### config.mk
export PLATFORM = sky130hd
export DESIGN_NAME = spy_readout_sequencer
export DESIGN_NICKNAME = d
export VERILOG_FILES = /design/src/rtl/spy_pkg.sv /design/src/rtl/spy_rd_skid.sv /design/src/rtl/spy_readout_sequencer.sv
export SDC_FILE = /design/constraint.sdc
export NUM_CORES = 1
export LEC_CHECK = 0
export BUFFER_PORTS_ARGS = -buffer_cell sky130_fd_sc_hd__buf_2
export CAP_MARGIN = 25
export CORE_ASPECT_RATIO = 0.8
export CORE_UTILIZATION = 40
export CTS_CLUSTER_DIAMETER = 40
export CTS_CLUSTER_SIZE = 14
export DETAILED_ROUTE_END_ITERATION = 12
export PLACE_DENSITY = 0.58
export SYNTH_ARGS = -nofsm -noshare
export SYNTH_HDL_FRONTEND = slang
export SYNTH_SLANG_ARGS = --single-unit
### constraint.sdc
create_clock -name clock -period 3.6 [get_ports clock]
set_input_delay 0.36 -clock clock [delete_from_list [all_inputs] [get_ports clock]]
set_output_delay 0.36 -clock clock [all_outputs]
set_load 0.01 [all_outputs]
### src/rtl/spy_pkg.sv
// Shared FSM encoding and readout-window arithmetic for the spy buffer readout path.
package spy_pkg;

    typedef enum logic [2:0] {
        ST_IDLE,
        ST_SETTLE,
        ST_READ,
        ST_DRAIN,
        ST_RELEASE
    } spy_state_t;

    localparam int unsigned SKID_DEPTH = 2;

    // Word count actually read: 0 or anything beyond the memory depth selects full depth.
    function automatic logic [31:0] spy_eff_len(input logic [31:0] len, input int unsigned aw);
        logic [31:0] depth;
        logic [31:0] result;
        depth = 32'(1) << aw;
        if (len == 32'd0 || len > depth) begin
            result = depth;
        end else begin
            result = len;
        end
        return result;
    endfunction

    // Oldest address of an N-word window ending at the write pointer; full depth lands on wend.
    function automatic logic [31:0] spy_start_addr(input logic [31:0] wend, input logic [31:0] len,
                                                    input int unsigned aw);
        logic [31:0] mask;
        mask = (32'(1) << aw) - 32'd1;
        return (wend - len) & mask;
    endfunction

endpackage

### src/rtl/spy_rd_skid.sv
// Two-entry buffer catching spy memory read data; head entry drives the readout stream directly.
module spy_rd_skid
    import spy_pkg::*;
#(
    parameter int unsigned WIDTH = 66
) (
    input  logic             clock,
    input  logic             reset,
    input  logic             flush,
    input  logic             push,
    input  logic [WIDTH-1:0] push_data,
    input  logic             pop,
    output logic [WIDTH-1:0] head,
    output logic             valid,
    output logic [1:0]       occupancy
);

    logic [WIDTH-1:0] ent0_q;
    logic [WIDTH-1:0] ent1_q;
    logic [1:0]       count_q;
    logic             do_pop;
    logic             do_push;

    assign do_pop  = pop && (count_q != 2'd0);
    assign do_push = push && ((count_q != 2'(SKID_DEPTH)) || do_pop);

    // Entry 0 is always the oldest word, so the stream output never moves while stalled.
    always_ff @(posedge clock) begin
        if (reset || flush) begin
            ent0_q  <= '0;
            ent1_q  <= '0;
            count_q <= 2'd0;
        end else begin
            unique case ({do_push, do_pop})
                2'b10: begin
                    if (count_q == 2'd0) begin
                        ent0_q <= push_data;
                    end else begin
                        ent1_q <= push_data;
                    end
                    count_q <= count_q + 2'd1;
                end
                2'b01: begin
                    ent0_q  <= ent1_q;
                    ent1_q  <= '0;
                    count_q <= count_q - 2'd1;
                end
                2'b11: begin
                    if (count_q == 2'd1) begin
                        ent0_q <= push_data;
                    end else begin
                        ent0_q <= ent1_q;
                        ent1_q <= push_data;
                    end
                end
                default: begin
                end
            endcase
        end
    end

    assign head      = ent0_q;
    assign valid     = (count_q != 2'd0);
    assign occupancy = count_q;

endmodule

### src/rtl/spy_readout_sequencer.sv
// Freezes the spy buffer, reads back the most recent N words in address order as a
// valid/ready stream, then releases the freeze.
module spy_readout_sequencer
    import spy_pkg::*;
#(
    parameter int unsigned DATA_WIDTH    = 64,
    parameter int unsigned SPY_MEM_WIDTH = 7,
    parameter int unsigned SETTLE_CYCLES = 2
) (
    input  logic                     clock,
    input  logic                     reset,
    input  logic                     start,
    input  logic                     abort,
    input  logic [SPY_MEM_WIDTH:0]   rd_len,
    output logic                     freeze,
    input  logic [SPY_MEM_WIDTH-1:0] spy_write_addr,
    output logic                     spy_read_enable,
    output logic [SPY_MEM_WIDTH-1:0] spy_read_addr,
    input  logic [DATA_WIDTH:0]      spy_data,
    output logic [DATA_WIDTH:0]      out_data,
    output logic                     out_valid,
    input  logic                     out_ready,
    output logic                     out_last,
    output logic                     busy,
    output logic                     done
);

    localparam int unsigned AW          = SPY_MEM_WIDTH;
    localparam int unsigned LW          = SPY_MEM_WIDTH + 1;
    localparam int unsigned WW          = DATA_WIDTH + 1;
    localparam int unsigned CW          = (SETTLE_CYCLES > 1) ? $clog2(SETTLE_CYCLES) : 1;
    localparam int unsigned SETTLE_LAST = (SETTLE_CYCLES > 0) ? SETTLE_CYCLES - 1 : 0;

    spy_state_t        state_q;
    spy_state_t        state_d;
    logic              freeze_q;
    logic              freeze_d;
    logic              busy_q;
    logic              busy_d;
    logic              done_q;
    logic              done_d;

    logic [CW-1:0]     settle_cnt_q;
    logic [LW-1:0]     len_q;
    logic [LW-1:0]     rem_q;
    logic [AW-1:0]     raddr_q;
    logic              pend_q;
    logic              pend_last_q;

    logic              settle_done;
    logic              pop;
    logic [2:0]        credit_used;
    logic              issue;
    logic              last_issue;
    logic              flush;
    logic [WW:0]       skid_head;
    logic              skid_valid;
    logic [1:0]        skid_occ;

    assign settle_done = (state_q == ST_SETTLE) && (settle_cnt_q == CW'(SETTLE_LAST));
    assign pop         = skid_valid && out_ready;
    assign flush       = abort && (state_q != ST_IDLE);

    // Read credit: words already buffered plus the one on the memory bus, less the word leaving now.
    assign credit_used = 3'(skid_occ) + 3'(pend_q) - 3'(pop);
    assign issue       = (state_q == ST_READ) && !abort && !reset && (credit_used < 3'(SKID_DEPTH));
    assign last_issue  = issue && (rem_q == LW'(1));

    always_ff @(posedge clock) begin
        if (reset) begin
            state_q  <= ST_IDLE;
            freeze_q <= 1'b0;
            busy_q   <= 1'b0;
            done_q   <= 1'b0;
        end else begin
            state_q  <= state_d;
            freeze_q <= freeze_d;
            busy_q   <= busy_d;
            done_q   <= done_d;
        end
    end

    always_comb begin
        state_d  = state_q;
        freeze_d = 1'b0;
        busy_d   = 1'b0;
        done_d   = 1'b0;
        unique case (state_q)
            ST_IDLE: begin
                if (start) begin
                    state_d = ST_SETTLE;
                end
            end
            ST_SETTLE: begin
                if (settle_done) begin
                    state_d = ST_READ;
                end
            end
            ST_READ: begin
                if (last_issue) begin
                    state_d = ST_DRAIN;
                end
            end
            ST_DRAIN: begin
                if (pop && skid_head[WW]) begin
                    state_d = ST_RELEASE;
                end
            end
            ST_RELEASE: begin
                state_d = ST_IDLE;
            end
            default: begin
                state_d = ST_IDLE;
            end
        endcase
        if (abort) begin
            state_d = ST_IDLE;
        end
        freeze_d = (state_d == ST_SETTLE) || (state_d == ST_READ) || (state_d == ST_DRAIN);
        busy_d   = freeze_d;
        done_d   = (state_d == ST_RELEASE);
    end

    // Length is latched at start and the window origin at the final settle cycle; later input
    // changes cannot disturb the readout in progress.
    always_ff @(posedge clock) begin
        if (reset) begin
            settle_cnt_q <= '0;
            len_q        <= '0;
            rem_q        <= '0;
            raddr_q      <= '0;
            pend_q       <= 1'b0;
            pend_last_q  <= 1'b0;
        end else begin
            pend_q      <= issue;
            pend_last_q <= last_issue;
            unique case (state_q)
                ST_IDLE: begin
                    settle_cnt_q <= '0;
                    if (start && !abort) begin
                        len_q <= LW'(spy_eff_len(32'(rd_len), AW));
                    end
                end
                ST_SETTLE: begin
                    settle_cnt_q <= settle_cnt_q + CW'(1);
                    if (settle_done) begin
                        raddr_q <= AW'(spy_start_addr(32'(spy_write_addr), 32'(len_q), AW));
                        rem_q   <= len_q;
                    end
                end
                ST_READ: begin
                    if (issue) begin
                        raddr_q <= raddr_q + AW'(1);
                        rem_q   <= rem_q - LW'(1);
                    end
                end
                default: begin
                end
            endcase
        end
    end

    spy_rd_skid #(
        .WIDTH (WW + 1)
    ) u_skid (
        .clock     (clock),
        .reset     (reset),
        .flush     (flush),
        .push      (pend_q),
        .push_data ({pend_last_q, spy_data}),
        .pop       (out_ready),
        .head      (skid_head),
        .valid     (skid_valid),
        .occupancy (skid_occ)
    );

    assign freeze          = freeze_q;
    assign busy            = busy_q;
    assign done            = done_q;
    assign spy_read_enable = issue;
    assign spy_read_addr   = raddr_q;
    assign out_data        = skid_head[WW-1:0];
    assign out_last        = skid_head[WW];
    assign out_valid       = skid_valid;

endmodule

# Word-level counts from Yosys, hierarchy flattened
# Index checks and enable logic that the tools add are counted.
classes:
  n_addsub: 8
  order_cmp: 2
  n_eq_ne: 18
  mux: 21
  n_reduce_logical: 30
ops:
  columns: ["op", "n"]
  rows:
  - ["one-hot mux 66 bit (3 select lines)", 2]
  - ["two-way mux 66 bit", 4]
  - ["two-way mux 8 bit", 3]
  - ["one-hot mux 8 bit (2 select lines)", 1]
  - ["two-way mux 3 bit", 5]
  - ["two-way mux 7 bit", 2]
  - ["one-hot mux 7 bit (2 select lines)", 1]
  - ["== test 3 x 2 -> 1 bit, second input constant", 4]
  - ["one-hot mux 3 bit (4 select lines)", 1]
  - ["logical AND 1 bit", 10]
  - ["!= test 2 bit, second input constant", 5]
  - ["== test 8 x 1 -> 1 bit, second input constant", 1]
  - ["greater-than comparator 8 bit, second input constant", 1]
  - ["logical NOT 8 bit", 1]
  - ["nonzero test 2 bit", 4]
  - ["subtractor 8 x 1 -> 8 bit, second input constant", 1]
  - ["adder 7 x 1 -> 7 bit, second input constant", 1]
  - ["subtractor 7 bit", 1]
  - ["== test 3 x 1 -> 1 bit, second input constant", 2]
  - ["AND reduction 3 bit", 2]
  - ["nonzero test 3 bit", 2]
  - ["logical OR 1 bit", 5]
  - ["== test 2 x 1 -> 1 bit, second input constant", 2]
  - ["== test 2 bit, second input constant", 2]
  - ["other kinds (14)", 16]
totals:
  register_bits: 165
  out_inout_bits: 78
  elab_cells: 91

# Longest topological paths before layout
depth:
  word_depth: 12
  depth_mapped: 15
  depth_no_buf: 13

# By module
# From an unflattened synthesis, not the netlist that was laid out.
hier_totals:
  hier_cells: 930
  hier_area_um2: 7267.0
modules_own_cells:
  columns: ["mod", "seq_area_each_um2", "n_inst", "cells_each", "area_each_um2"]
  rows:
  - ["spy_rd_skid", 2682.6, 1, 688, 5355.1]
  - ["spy_readout_sequencer", 620.6, 1, 242, 1911.8]

# Least setup slack after synthesis
# No wires, ideal clock.
synth_timing:
  path_type: "reg2reg"
  from: "register u_skid.count_q[1] (netlist: u_skid.occupancy[1])"
  to: "register busy_q (netlist: busy)"
  arrival_ns: 3.225
  setup_ns: 0.079
  slack_ns: 0.296
  stages_incl_launch_ff: 16
  cell_sequence: "dfxtp_1 inv_1 ha_1 nand2b_1 clkbuf_2 inv_2 clkbuf_1 ha_1 nand2b_1 fa_1 nor2b_1 nand3_2 clkinv_2 and3_4 o31ai_2 a211oi_2"
synth_between:
  elab_chain_len: 12
synth_lines:
  columns: ["element", "line_no", "source"]
  rows:
  - ["start: declaration", "spy_rd_skid.sv:20", "logic [1:0] count_q;"]
  - ["start signal: assignment", "spy_rd_skid.sv:41", "count_q <= count_q + 2'd1;"]
  - ["start signal: assignment", "spy_rd_skid.sv:46", "count_q <= count_q - 2'd1;"]
  - ["parallel branches: the longest is 2 deep, another holds adder 2 x 1 -> 3 bit", null, null]
  - ["subtractor 3 x 1 -> 3 bit (*)", "spy_readout_sequencer.sv:65", "assign credit_used = 3'(skid_occ) + 3'(pend_q) - 3'(pop);"]
  - ["< comparator 3 x 2 -> 1 bit (*)", "spy_readout_sequencer.sv:66", "assign issue = (state_q == ST_READ) && !abort && !reset && (credit_used < 3'(SKID_DEPTH));"]
  - ["logical AND 1 bit (*)", "spy_readout_sequencer.sv:66", null]
  - ["named net spy_read_enable", "spy_readout_sequencer.sv:17", "output logic spy_read_enable,"]
  - ["logical AND 1 bit (*)", "spy_readout_sequencer.sv:67", "assign last_issue = issue && (rem_q == LW'(1));"]
  - ["two-way mux 3 bit (*)", "spy_readout_sequencer.sv:100", "if (last_issue) begin"]
  - ["one-hot mux 3 bit (4 select lines) (*)", "spy_readout_sequencer.sv:88", "unique case (state_q)"]
  - ["two-way mux 3 bit (*)", "spy_readout_sequencer.sv:116", "if (abort) begin"]
  - ["== test 3 x 1 -> 1 bit / == test 3 x 2 -> 1 bit (equally long branches)", "spy_readout_sequencer.sv:119", "freeze_d = (state_d == ST_SETTLE) || (state_d == ST_READ) || (state_d == ST_DRAIN);"]
  - ["logical OR 1 bit", "spy_readout_sequencer.sv:119", null]
  - ["logical OR 1 bit (*)", "spy_readout_sequencer.sv:119", null]
  - ["end signal: assignment", "spy_readout_sequencer.sv:78", "busy_q <= busy_d;"]
  - ["end: declaration", "spy_readout_sequencer.sv:38", "logic busy_q;"]
# Mark *: on every way through the listed nets, which the timed path passes.
# A chain may end at the register's enable or synchronous reset.

# Worst setup path in the final report
layout_timing:
  from: "register u_skid.count_q[0] (netlist: u_skid.occupancy[0])"
  to: "output port spy_read_enable"
layout_between:
  elab_chain_len: 5
layout_lines:
  columns: ["element", "line_no"]
  rows:
  - ["parallel branches: the longest is 2 deep, another holds adder 2 x 1 -> 3 bit", null]
  - ["subtractor 3 x 1 -> 3 bit (*)", "spy_readout_sequencer.sv:65"]
  - ["< comparator 3 x 2 -> 1 bit (*)", "spy_readout_sequencer.sv:66"]
  - ["logical AND 1 bit (*)", "spy_readout_sequencer.sv:66"]
  - ["end: declaration", "spy_readout_sequencer.sv:17"]
# Every way passes the cells marked *.

==> impl_metrics.toml <==
[cells_and_area]
antenna_cells = 0
fillers = 1835
nNetsFinal = 1140
utilization = 0.4899
final_cell_mix = "164 x dfxtp_1, 162 x buf_2, 148 x nand2_1, 141 x nand3_1, 93 x nor2_1"
drive_gt1_frac = 0.2222
layout.cells.non_filler = 1283
area_growth_pct = 20.26
final_common_cell = "dfxtp_1"

[timing]
final.min_clock_period_ns = 3.345
setup_tns_ns = 0
rsz0062_at_grt = "false"
clock_skew_ns = 0.009439
worst_pin_slew_ns = 0.8991
setup_ws_ns = 0.2555
max_freq_mhz = 299.0
relSlewSlack = 0.3980
setup_violations = 0
finalCritPeriodShare = 0.9290
finalHoldViolCount = 0
final_max_slew_viol_count = 0

[worst_setup_path]
critPathRequiredTime_ns = 3.24
worst-r2r-cell-count = 12
worst_setup_path_start_kind = "flip-flop"
critPathKind = "flip-flop to output pin"
r2r_setup_slack_ns = 0.47
arrival_ns = 2.98
crit_path_end_kind = "output pin"
path_max_fanout = 7

[floorplan]
row_count = 44
dieHeight_um = 123.5
fp.dieW_um = 153.8
ioPinCount = 163
die_area_sq_um = 19000
start_util = 0.4074
core_area_sq_um = 18110

[power]
switching_share = 0.2773
seq_power_share = 0.448
comb_power_share = 0.150
p_sw_uw = 1237
p_leak_uw = 0.003431
p_clk_frac = 0.402
p_per_area_nw_per_um2 = 502.8
peakVddDrop_v = 0.0003064
p_int_uw = 3225

[global_route]
grt_pass1_vias = 6067
grt_pass1_wl_um = 32130
grt_overflow_total = 0
antenna_found_initial = 0
grt.total_usage = 0.2141
grt_max_degree = 73

[placed_design]
place_ws_ns = 0.4288
dp_hpwl_um = 12890
io_buffers = 162
dp_cells = 1251
place.gp.congestion = 0.8389

[clocking]
cts_tree = "yes"
cts_root_buffer = "clkbuf_16"
clock-sinks = 165
cts_made_buffers = 17
cts_buffer_depth = 2
path_clk_slew_ns = 0.07
cts.htree.levels = 4
hold_buffers = 0
postCtsSetupRepairBufs = 0
insertion_delay_ns = 0.43

[routing]
drtAntennaViolNets = 0
via_per_inst = 5.477
drtPass1Iterations = 5
met3_length_um = 1356
wl_met1_um = 10210
met2WireLength_um = 8628
drtIter0Drc = 522
post_drt_wl_per_cell_um = 15.86
num_vias = 7027
drc = 0
top_layer_used = "met4"
routed_wl_um = 20350

[yosys]
synth_nets = 1027
syn_avg_cell_area_sq_um = 7.959
synth_top_area_cell = "dfxtp_1"
ys_types = 56
synth_edf_count = 0
synth-seq-cells = 165
synthCells = 927
yosysSeqAreaShare = 0.4477
synth_area_sq_um = 7378
ys_warn_count = 0
synthTopCellsByArea = "dfxtp_1 45%, nand3_1 9.6%, a311oi_1 8.0%, nand2_1 7.7%, a21oi_1 6.2%"
async_flop_share = 0
synth_top_area_frac = 0.4477
synth_top_flop_cell = "dfxtp_1"

[run_status]
status = "complete, no violations"

[worst_hold_path]
whs_path_depth = 3
hold_path_class = "input port to flip-flop"

[run]
drv_cap = 0
==> Yosys cell counts (2+ instances only) <==
| cell | number |
|---|---|
| nor3_1 | 7 |
| or2_2 | 3 |
| a211oi_1 | 4 |
| o31ai_1 | 2 |
| buf_2 | 30 |
| nand3b_1 | 3 |
| buf_1 | 6 |
| o21a_1 | 2 |
| a31oi_1 | 3 |
| a21o_1 | 2 |
| xnor2_1 | 4 |
| ha_1 | 13 |
| nand2b_1 | 3 |
| nand2_1 | 152 |
| fa_1 | 2 |
| dfxtp_1 | 165 |
| a32oi_1 | 2 |
| clkbuf_2 | 2 |
| buf_4 | 7 |
| clkbuf_1 | 39 |
| a21oi_1 | 92 |
| mux2i_1 | 2 |
| o22ai_1 | 3 |
| a311oi_1 | 67 |
| and2_1 | 2 |
| o31a_1 | 2 |
| nor2_1 | 94 |
| nor3b_1 | 9 |
| nand3_1 | 141 |
| nor2b_1 | 4 |
| nor4_1 | 3 |
| o21ai_0 | 15 |
| inv_1 | 17 |
| xor2_1 | 2 |
| and3_1 | 2 |
==> area by class of cell <==
type,instances,area (sq um),area share
clock buffer,21,450.4,0.05076
tap,230,287.8,0.03243
inverter,19,72.57,0.008178
sequential,165,3304,0.3724
clock inverter,11,127.6,0.01438
multi-input combinational,658,3655,0.4119
timing repair buffer,179,975.9,0.1100
==> stage by stage <==
stage	area (sq um)	total power [uW]	hold slack, ns
floorplan	7378	2461	0.4321
global placement	8284	2702	0.4393
detailed placement	8284	2707	0.4434
CTS	8862	4506	0.1740
global route	8874	4666	0.1891
finish	8874	4462	0.1922
==> critical path, cell delays in order, from the launching register on <==
cell,delay (ns)
dfxtp_1,0.37
inv_1,0.10
ha_1,0.28
nand2b_1,0.19
inv_2,0.06
ha_1,0.20
nand2b_1,0.15
fa_1,0.48
nor2b_2,0.20
nand3_2,0.20
clkinv_2,0.17
buf_2,0.15
==> cells by family after synthesis <==
kind of cell / Yosys count / share of synthesized area
AO/OA/AOI/OAI: 202 / 0.1845
XOR/XNOR: 6 / 0.007122
adder cells (fa/ha/maj): 15 / 0.02747
buffers and inverters: 104 / 0.06308
flip-flops: 165 / 0.4477
multiplexers: 2 / 0.002713
AND/OR/NAND/NOR: 433 / 0.2674
==> sequential cells by signal, summed over array words and instances, names as in the netlist <==
signal and cells:
busy 1, done 1, state_q 3, u_skid.ent1_q 66, settle_cnt_q 1, u_skid.head 66, pend_q 1, pend_last_q 1
spy_read_addr 7, rem_q 8, u_skid.occupancy 2, len_q 8
==> worst paths after layout <==
kind,startpoint,end
hold / removal,spy_data[30],u_skid.ent1_q[30]
setup / recovery,u_skid.occupancy[0],spy_read_enable
setup reg to reg,u_skid.occupancy[0],spy_read_addr[0]
hold reg to reg,u_skid.ent1_q[43],u_skid.ent1_q[43]
==> what timing repair did <==
item                                    CTS  global route
resized for setup                         0             3
hold endpoints to repair                  0             0
endpoints found under the setup margin    0             1
==> power groups by stage <==
stage / sequential, uW / clock (uW) / combinational (uW)
after floorplan: 2060 / 0 / 404
after global placement: 2030 / 0 / 668
after detailed placement: 2040 / 0 / 671
after CTS: 2000 / 1840 / 673
after global routing: 2010 / 1910 / 751
final: 2000 / 1790 / 671
==> routing by layer <==
metal	up-vias	GRT usage
li1	3501	-
met1	3280	0.3143
met2	235	0.3099
met3	11	0.04381
met4	0	0.07000
met5	-	0
No activity file was read; power rests on OpenSTA's default activity.
